--- src/rtl/dap_pkg.sv ---
// Shared constants and FSM state type for the Double Accumulator Processor shift path.
package dap_pkg;

    localparam int WIDTH    = 16;
    localparam int AMT_W    = 4;
    localparam int BIG_STEP = 6;

    typedef enum logic [1:0] {
        IDLE  = 2'd0,
        SHIFT = 2'd1,
        DONE  = 2'd2
    } state_t;

endpackage

--- src/rtl/shift_sequencer_if.sv ---
// Handshake and data bundle between the instruction control unit and the shift sequencer.
interface shift_sequencer_if;
    import dap_pkg::*;

    logic             start;
    logic [WIDTH-1:0] data_in;
    logic [AMT_W-1:0] amount;
    logic             busy;
    logic             done;
    logic [WIDTH-1:0] result;

    modport master (
        output start, data_in, amount,
        input  busy, done, result
    );

    modport slave (
        input  start, data_in, amount,
        output busy, done, result
    );

endinterface

--- src/rtl/shift_sequencer_step.sv ---
// One combinational shift step: a 6-bit shift while at least BIG_STEP remains, otherwise a 1-bit shift.
module shifter_6bit
    import dap_pkg::*;
(
    input  logic [WIDTH-1:0] din,
    output logic [WIDTH-1:0] dout
);
    assign dout = {din[WIDTH-7:0], 6'b0};
endmodule

module shifter_1bit
    import dap_pkg::*;
(
    input  logic [WIDTH-1:0] din,
    output logic [WIDTH-1:0] dout
);
    assign dout = {din[WIDTH-2:0], 1'b0};
endmodule

module shift_step
    import dap_pkg::*;
(
    input  logic [WIDTH-1:0] work_in,
    input  logic [AMT_W-1:0] rem_in,
    output logic [WIDTH-1:0] work_out,
    output logic [AMT_W-1:0] rem_out
);
    localparam logic [AMT_W-1:0] BIG = AMT_W'(BIG_STEP);

    logic [WIDTH-1:0] big_out;
    logic [WIDTH-1:0] small_out;
    logic             sel_big;

    shifter_6bit u_big   (.din(work_in), .dout(big_out));
    shifter_1bit u_small (.din(work_in), .dout(small_out));

    assign sel_big  = (rem_in >= BIG);
    assign work_out = sel_big ? big_out : small_out;
    assign rem_out  = sel_big ? (rem_in - BIG) : (rem_in - AMT_W'(1));
endmodule

--- src/rtl/shift_sequencer.sv ---
// Multi-cycle left-shift controller: composes a 0..15 bit shift from 6-bit and 1-bit steps.
module shift_sequencer
    import dap_pkg::*;
(
    input  logic               clk,
    input  logic               rst_n,
    shift_sequencer_if.slave   bus
);
    state_t           state_q, state_d;
    logic [WIDTH-1:0] work_q, work_d;
    logic [WIDTH-1:0] result_q, result_d;
    logic [AMT_W-1:0] rem_q, rem_d;
    logic             busy_q, busy_d;
    logic             done_q, done_d;
    logic [WIDTH-1:0] step_work;
    logic [AMT_W-1:0] step_rem;

    shift_step u_step (
        .work_in  (work_q),
        .rem_in   (rem_q),
        .work_out (step_work),
        .rem_out  (step_rem)
    );

    always_comb begin
        state_d  = state_q;
        work_d   = work_q;
        rem_d    = rem_q;
        result_d = result_q;
        case (state_q)
            IDLE: begin
                if (bus.start) begin
                    work_d = bus.data_in;
                    rem_d  = bus.amount;
                    // A zero shift skips SHIFT entirely, so result is loaded here.
                    if (bus.amount == '0) begin
                        state_d  = DONE;
                        result_d = bus.data_in;
                    end else begin
                        state_d = SHIFT;
                    end
                end
            end
            SHIFT: begin
                work_d = step_work;
                rem_d  = step_rem;
                if (step_rem == '0) begin
                    state_d  = DONE;
                    result_d = step_work;
                end
            end
            DONE:    state_d = IDLE;
            default: state_d = IDLE;
        endcase
        // Outputs are registered from the next state so they align with the state register.
        busy_d = (state_d != IDLE);
        done_d = (state_d == DONE);
    end

    always_ff @(posedge clk or negedge rst_n) begin
        if (!rst_n) begin
            state_q  <= IDLE;
            work_q   <= '0;
            rem_q    <= '0;
            result_q <= '0;
            busy_q   <= 1'b0;
            done_q   <= 1'b0;
        end else begin
            state_q  <= state_d;
            work_q   <= work_d;
            rem_q    <= rem_d;
            result_q <= result_d;
            busy_q   <= busy_d;
            done_q   <= done_d;
        end
    end

    assign bus.busy   = busy_q;
    assign bus.done   = done_q;
    assign bus.result = result_q;

endmodule

--- src/flat_wrapper.sv ---
// flat-port wrapper written by rule: the top's interface ports become plain ports
module shift_sequencer_flat import dap_pkg::*;
  (clk, rst_n, bus_start, bus_data_in, bus_amount, bus_busy, bus_done, bus_result);
  shift_sequencer_if bus_i ();
  input  logic clk;
  input  logic rst_n;
  input wire logic [$bits(bus_i.start)-1:0] bus_start;
  input wire logic [$bits(bus_i.data_in)-1:0] bus_data_in;
  input wire logic [$bits(bus_i.amount)-1:0] bus_amount;
  output wire logic [$bits(bus_i.busy)-1:0] bus_busy;
  output wire logic [$bits(bus_i.done)-1:0] bus_done;
  output wire logic [$bits(bus_i.result)-1:0] bus_result;
  assign bus_i.start = bus_start;
  assign bus_i.data_in = bus_data_in;
  assign bus_i.amount = bus_amount;
  assign bus_busy = bus_i.busy;
  assign bus_done = bus_i.done;
  assign bus_result = bus_i.result;
  shift_sequencer u_core (.clk(clk), .rst_n(rst_n), .bus(bus_i));
endmodule
--- config.mk ---
export PLATFORM = sky130hd
export DESIGN_NAME = shift_sequencer_flat
export DESIGN_NICKNAME = d
export VERILOG_FILES = /design/src/rtl/dap_pkg.sv /design/src/rtl/shift_sequencer_if.sv /design/src/rtl/shift_sequencer_step.sv /design/src/rtl/shift_sequencer.sv /design/src/flat_wrapper.sv
export SDC_FILE = /design/constraint.sdc
export NUM_CORES = 1
export LEC_CHECK = 0
export ABC_AREA = 0
export BUFFER_PORTS_ARGS = -buffer_cell sky130_fd_sc_hd__buf_2
export CAP_MARGIN = 5
export CORE_UTILIZATION = 59
export DETAILED_ROUTE_END_ITERATION = 6
export PLACE_DENSITY = 0.95
export REMOVE_ABC_BUFFERS = 1
export SLEW_MARGIN = 20
export SYNTH_ARGS = -nofsm -noshare
export SYNTH_HDL_FRONTEND = slang
export SYNTH_SLANG_ARGS = --single-unit
--- constraint.sdc ---
create_clock -name clk -period 3.6 [get_ports clk]
set_input_delay 0.18 -clock clk [delete_from_list [all_inputs] [get_ports clk]]
set_output_delay 0.18 -clock clk [all_outputs]
set_load 0.02 [all_outputs]
== After elaboration in Yosys (flattened, before gate mapping) ==
Index checks and enable logic that the tools add are counted.

* Add/sub/neg operators: 2
* Order comparisons: 1
* Equality and inequality tests: 5
* Muxes and demuxes: 14
* Reductions and logical operators: 7

{| class="wikitable"
|+ Operators by type and width
! kind !! count
|-
| $mux 16 || 4
|-
| $pmux 16 s2 || 1
|-
| $pmux 15 s2 || 1
|-
| $mux 15 || 1
|-
| $logic_not 4->1 || 2
|-
| $mux 4 || 2
|-
| $pmux 4 s2 || 1
|-
| $mux 2 || 3
|-
| $ge 4x3->1 const B || 1
|-
| $ne 2x1->1 const B || 2
|-
| $pmux 2 s2 || 1
|-
| $reduce_and 4->1 || 1
|-
| $reduce_bool 2->1 || 2
|-
| $sub 4x1->4 const B || 1
|-
| $sub 4x3->4 const B || 1
|-
| $eq 2x1->1 const B || 1
|-
| $eq 2x2->1 const B || 1
|-
| $logic_not 2->1 || 1
|-
| $ne 2x2->1 const B || 1
|-
| $reduce_and 2->1 || 1
|}

* Bits in registers: 39
* Input bits: 23
* Output and inout bits: 18
* Word-level logic and storage cells: 35

== Depth between registers and ports, before layout ==
* Depth in word-level cells: 6
* Gate-level depth with buffers: 9
* Depth with buffers taken out: 7

== By module ==
Synthesis repeated with hierarchy kept, for this count alone.

* Cell total of the unflattened synthesis: 210
* Area, all modules: 2,428.6 µm²

{| class="wikitable"
|+ Modules (own cells, without submodules)
! module !! instances !! cells an instance !! area each (µm²) !! seq. area each (µm²)
|-
| shift_sequencer || 1 || 140 || 1,761.7 || 1,001.0
|-
| shift_step || 1 || 36 || 419.2 || 0.0
|-
| shifter_1bit || 1 || 17 || 123.9 || 0.0
|-
| shifter_6bit || 1 || 17 || 123.9 || 0.0
|}

== Worst setup path after synthesis ==
Ideal clock, no wire load.

* Path type: register -> register
* Start: register u_core.rem_q[0]
* End: register u_core.result_q[10] (netlist: u_core.bus.result[10])
* Setup time: 0.134 ns
* Arrival: 2.014 ns
* Required time: 3.466 ns
* Setup slack: 1.452 ns
* Cell stages (with the launch flop): 10
* Path buffers: 2
* Period minus slack after synthesis: 2.148 ns
* Cell sequence: dfrtp_1 -> inv_1 -> ha_1 -> o21a_4 -> a2111oi_4 -> o2111ai_2 -> o21bai_2 -> buf_6 -> buf_12 -> o221ai_2

* Longest elaborated chain between the ends: 5
* Elaborated cells between the ends (all ways): 10
* Those cells by class: add/sub: 2; order compare: 1; eq/ne: 1; mux: 4; reduce/logical: 2

{| class="wikitable"
|+ RTL lines
! item !! RTL line !! text
|-
| from (decl) || shift_sequencer.sv:12 || <nowiki>logic [AMT_W-1:0] rem_q, rem_d;</nowiki>
|-
| from (signal assigned) || shift_sequencer.sv:71 || <nowiki>rem_q <= rem_d;</nowiki>
|-
| $sub 4x1->4 (tied with other cells) || shift_sequencer_step.sv:39 || <nowiki>assign rem_out = sel_big ? (rem_in - BIG) : (rem_in - AMT_W'(1));</nowiki>
|-
| $mux 4 || shift_sequencer_step.sv:39 ||
|-
| $logic_not 4->1 || shift_sequencer.sv:47 || <nowiki>if (step_rem == '0) begin</nowiki>
|-
| $ne 2x1->1 (no line) || n/a ||
|-
| $reduce_and 4->1 (no line) || n/a ||
|-
| to (signal assigned) || shift_sequencer.sv:72 || <nowiki>result_q <= result_d;</nowiki>
|-
| to (decl) || shift_sequencer.sv:11 || <nowiki>logic [WIDTH-1:0] result_q, result_d;</nowiki>
|}

Parallel ways exist; a longest one is shown, timed or not. The select of a mux whose other input is x is not followed.
A chain may end at the register's enable or synchronous reset.

== Worst setup path in the final report ==
* Start: register u_core.rem_q[0]
* End: register u_core.result_q[1] (netlist: u_core.bus.result[1])

Same word-level chain as after synthesis.

==> impl_metrics.yaml <==
grt:
  antenna_found_initial: 0
  grt_max_degree: 40
  grt_pass1_wl_mm: 7.879
  grt-ovfl-total: 0
  grt_pass1_vias: 1709
  grt.total_usage: 0.2657
setup_path:
  slowest_stage: "o21bai_2"
  start_kind: "register"
  cp.arrival_ps: 3090
  endpoint_kind: "register"
  critPathKind: "reg2reg"
  cp.required_ps: 3820
  worstPathCellList: "inv_1 -> ha_1 -> o21a_4 -> a2111oi_4 -> o2111ai_2 -> o21bai_2 -> mux2i_1"
  cpPeakStageDelay_ps: 860
  cp_max_fo: 16
die:
  die_h_um: 62.64
  die_w_um: 62.64
  core-area_um2: 3442
  initial_utilization: 0.6303
  rows: 21
  num_io_pins: 41
  dieArea_um2: 3924
final_layout:
  antenna_cells: 0
  drive_gt1_frac: 0.2778
  ff_latch_area_um2: 975.9
  fillers: 259
  final_common_cell: "buf_2"
  final_cell_mix: "40 x buf_2, 39 x dfrtp_1, 26 x nand2_1"
  final_nets: 279
  multi_input_area_um2: 1027
  areaGrowthSynthToFinish_pct: 14.42
clock_tree:
  cts.hold.buffers_added: 0
  cts_tree: "built"
  cts_resized: 0
  clock-sinks: 39
  cts_root_buf: "clkbuf_8"
  clk_pin_slew_ps: 80
  cts_inserted_buffers: 5
  clk_latency_ps: 300
  h-tree-depth: 2
  cts_buffer_depth: 2
  cts_setup_buffers: 0
timing:
  rsz0062_at_grt: "false"
  setup_tns_ps: 0
  report.final.slew_viol_count: 0
  setup_viol: 0
  worst_hold_slack_ps: -33.77
  finalClockSkew_ps: 7.218
  period_share: 0.7970
  tightest_slew_ps: 1031
  fmax_ghz: 0.3485
  max_slew_margin: 0.3122
  period_minus_slack_ps: 2869
  final_hold_viol_count: 39
status:
  violations: "negative hold slack"
  outcome: "finished with violations"
synthesis:
  ys_seq_area_frac: 0.4498
  ys_seq_elements: 39
  yosys-top-cells-area: "dfrtp_1 45%, mux2i_1 6.9%, o221ai_2 6.9%, nand2_1 4.5%, inv_1 3.6%"
  synth_top_area_frac: 0.4498
  syn_inst: 213
  synth-edff-count: 0
  synthDistinctLibCells: 41
  synth_ff_type: "dfrtp_1"
  avgSynthCellArea_um2: 10.19
  ys.warnings.count: 0
  yosys.area.top_type: "dfrtp_1"
  async_flop_share: 1.000
  synth.cell_area_um2: 2170
route:
  vias: 1760
  wl_per_cell_um: 15.59
  vias_per_cell: 5.906
  first_pass_iters: 4
  first_iter_violations: 172
  antenna_left: 0
  wl_mm: 4.646
  drc: 0
power_and_ir_drop:
  max-vdd-ir-drop_mv: 0.5251
  leakagePower_nw: 1.203
  p_per_area_nw_per_um2: 990.1
hold_path:
  min_path_type: "in2async"
placement:
  io_buffers: 40
  dpl.hpwl_mm: 3.305
  gp_congestion: 0.9099
run:
  cap_violations: 0
==> power by group <==
| part | internal [mW] | switching (mW) |
|---|---|---|
| clock network | 0.206 | 0.161 |
| logic | 0.536 | 0.760 |
| registers | 0.633 | 0.162 |
| total | 1.38 | 1.08 |
==> critical path: cells and delay by family (launching register included) <==
kind	cells	cell delay [ps]
multiplexers	1	260
flip-flops	1	430
adder cells (fa/ha/maj)	1	300
buffers and inverters	1	160
AO/OA/AOI/OAI	4	1640
==> path summary, 6_finish.rpt <==
| check | from | endpoint | slack (ps) | cells after the start |
|---|---|---|---|---|
| max reg2reg | u_core.rem_q[0]$_DFFE_PN0P_ | u_core.bus.result[1]$_DFFE_PN0P_ | 730 | 7 |
| min reg2reg | u_core.work_q[12]$_DFFE_PN0P_ | u_core.work_q[12]$_DFFE_PN0P_ | 480 | 1 |
| min | rst_n | u_core.bus.result[14]$_DFFE_PN0P_ | -30 | 1 |
| max | u_core.rem_q[0]$_DFFE_PN0P_ | u_core.bus.result[1]$_DFFE_PN0P_ | 730 | 7 |
| max in group asynchronous | rst_n | u_core.state_q[0]$_DFF_PN0_ | 3110 | 1 |
| min in group clk | bus_data_in[15] | u_core.bus.result[15]$_DFFE_PN0P_ | 100 | 3 |
==> kinds of logic (layout without fill, tap and decap cells) <==
| group | count (synthesis) | after routing | synth area share |
|---|---|---|---|
| AO/OA/AOI/OAI | 65 | 65 | 0.2555 |
| AND/OR/NAND/NOR | 55 | 55 | 0.1182 |
| flip-flops | 39 | 39 | 0.4498 |
| buffers and inverters | 34 | 73 | 0.07843 |
| multiplexers | 15 | 15 | 0.06920 |
| adder cells (fa/ha/maj) | 5 | 5 | 0.02884 |
==> flip-flops by register name, indices dropped and copies added (netlist names) <==
register	cells
u_core.bus.busy	1
u_core.bus.done	1
u_core.bus.result	16
u_core.rem_q	4
u_core.state_q	2
u_core.work_q	15
==> metal layers <==
layer  part of all wire  global-route usage  vias up  wire (um)
li1                   -                   -      831          -
met1               0.42              0.3193      854       1959
met2               0.49              0.4321       57       2291
met3              0.053             0.06752       18        245
met4              0.032              0.1512        0        150
met5                  0                   0        -          0
==> layout make-up <==
cell class / count / area share
repair buffers: 44 / 0.09274
inverters: 21 / 0.03175
clock inverters: 3 / 0.01764
well taps: 46 / 0.02319
multi-input cells: 140 / 0.4138
clock buffers: 5 / 0.02772
flip-flops and latches: 39 / 0.3931
==> cell usage after synthesis (3+ instances only) <==
cell	number
and3_1	5
nor2b_1	4
a211oi_1	10
o221ai_2	10
o21ai_0	12
buf_6	3
inv_1	21
ha_1	5
dfrtp_1	39
a21o_1	9
clkbuf_1	6
buf_2	3
mux2i_1	15
nor2_1	11
a21oi_1	8
nand2_1	26
==> through the flow <==
stage                     total power [mW]  utilization  area, um^2  cells  worst slack [ps]
after global routing                 2.632       0.7212        2482    298             541.5
after CTS                            2.456       0.7212        2482    298             725.8
after detailed placement             2.087       0.6885        2370    290             735.9
final                                2.458       0.7212        2482    298             730.9
after global placement               2.021       0.6885        2370    290             868.7
after floorplan                      1.732            -        2078    200              1016
Power figures use the tool's default switching activity.
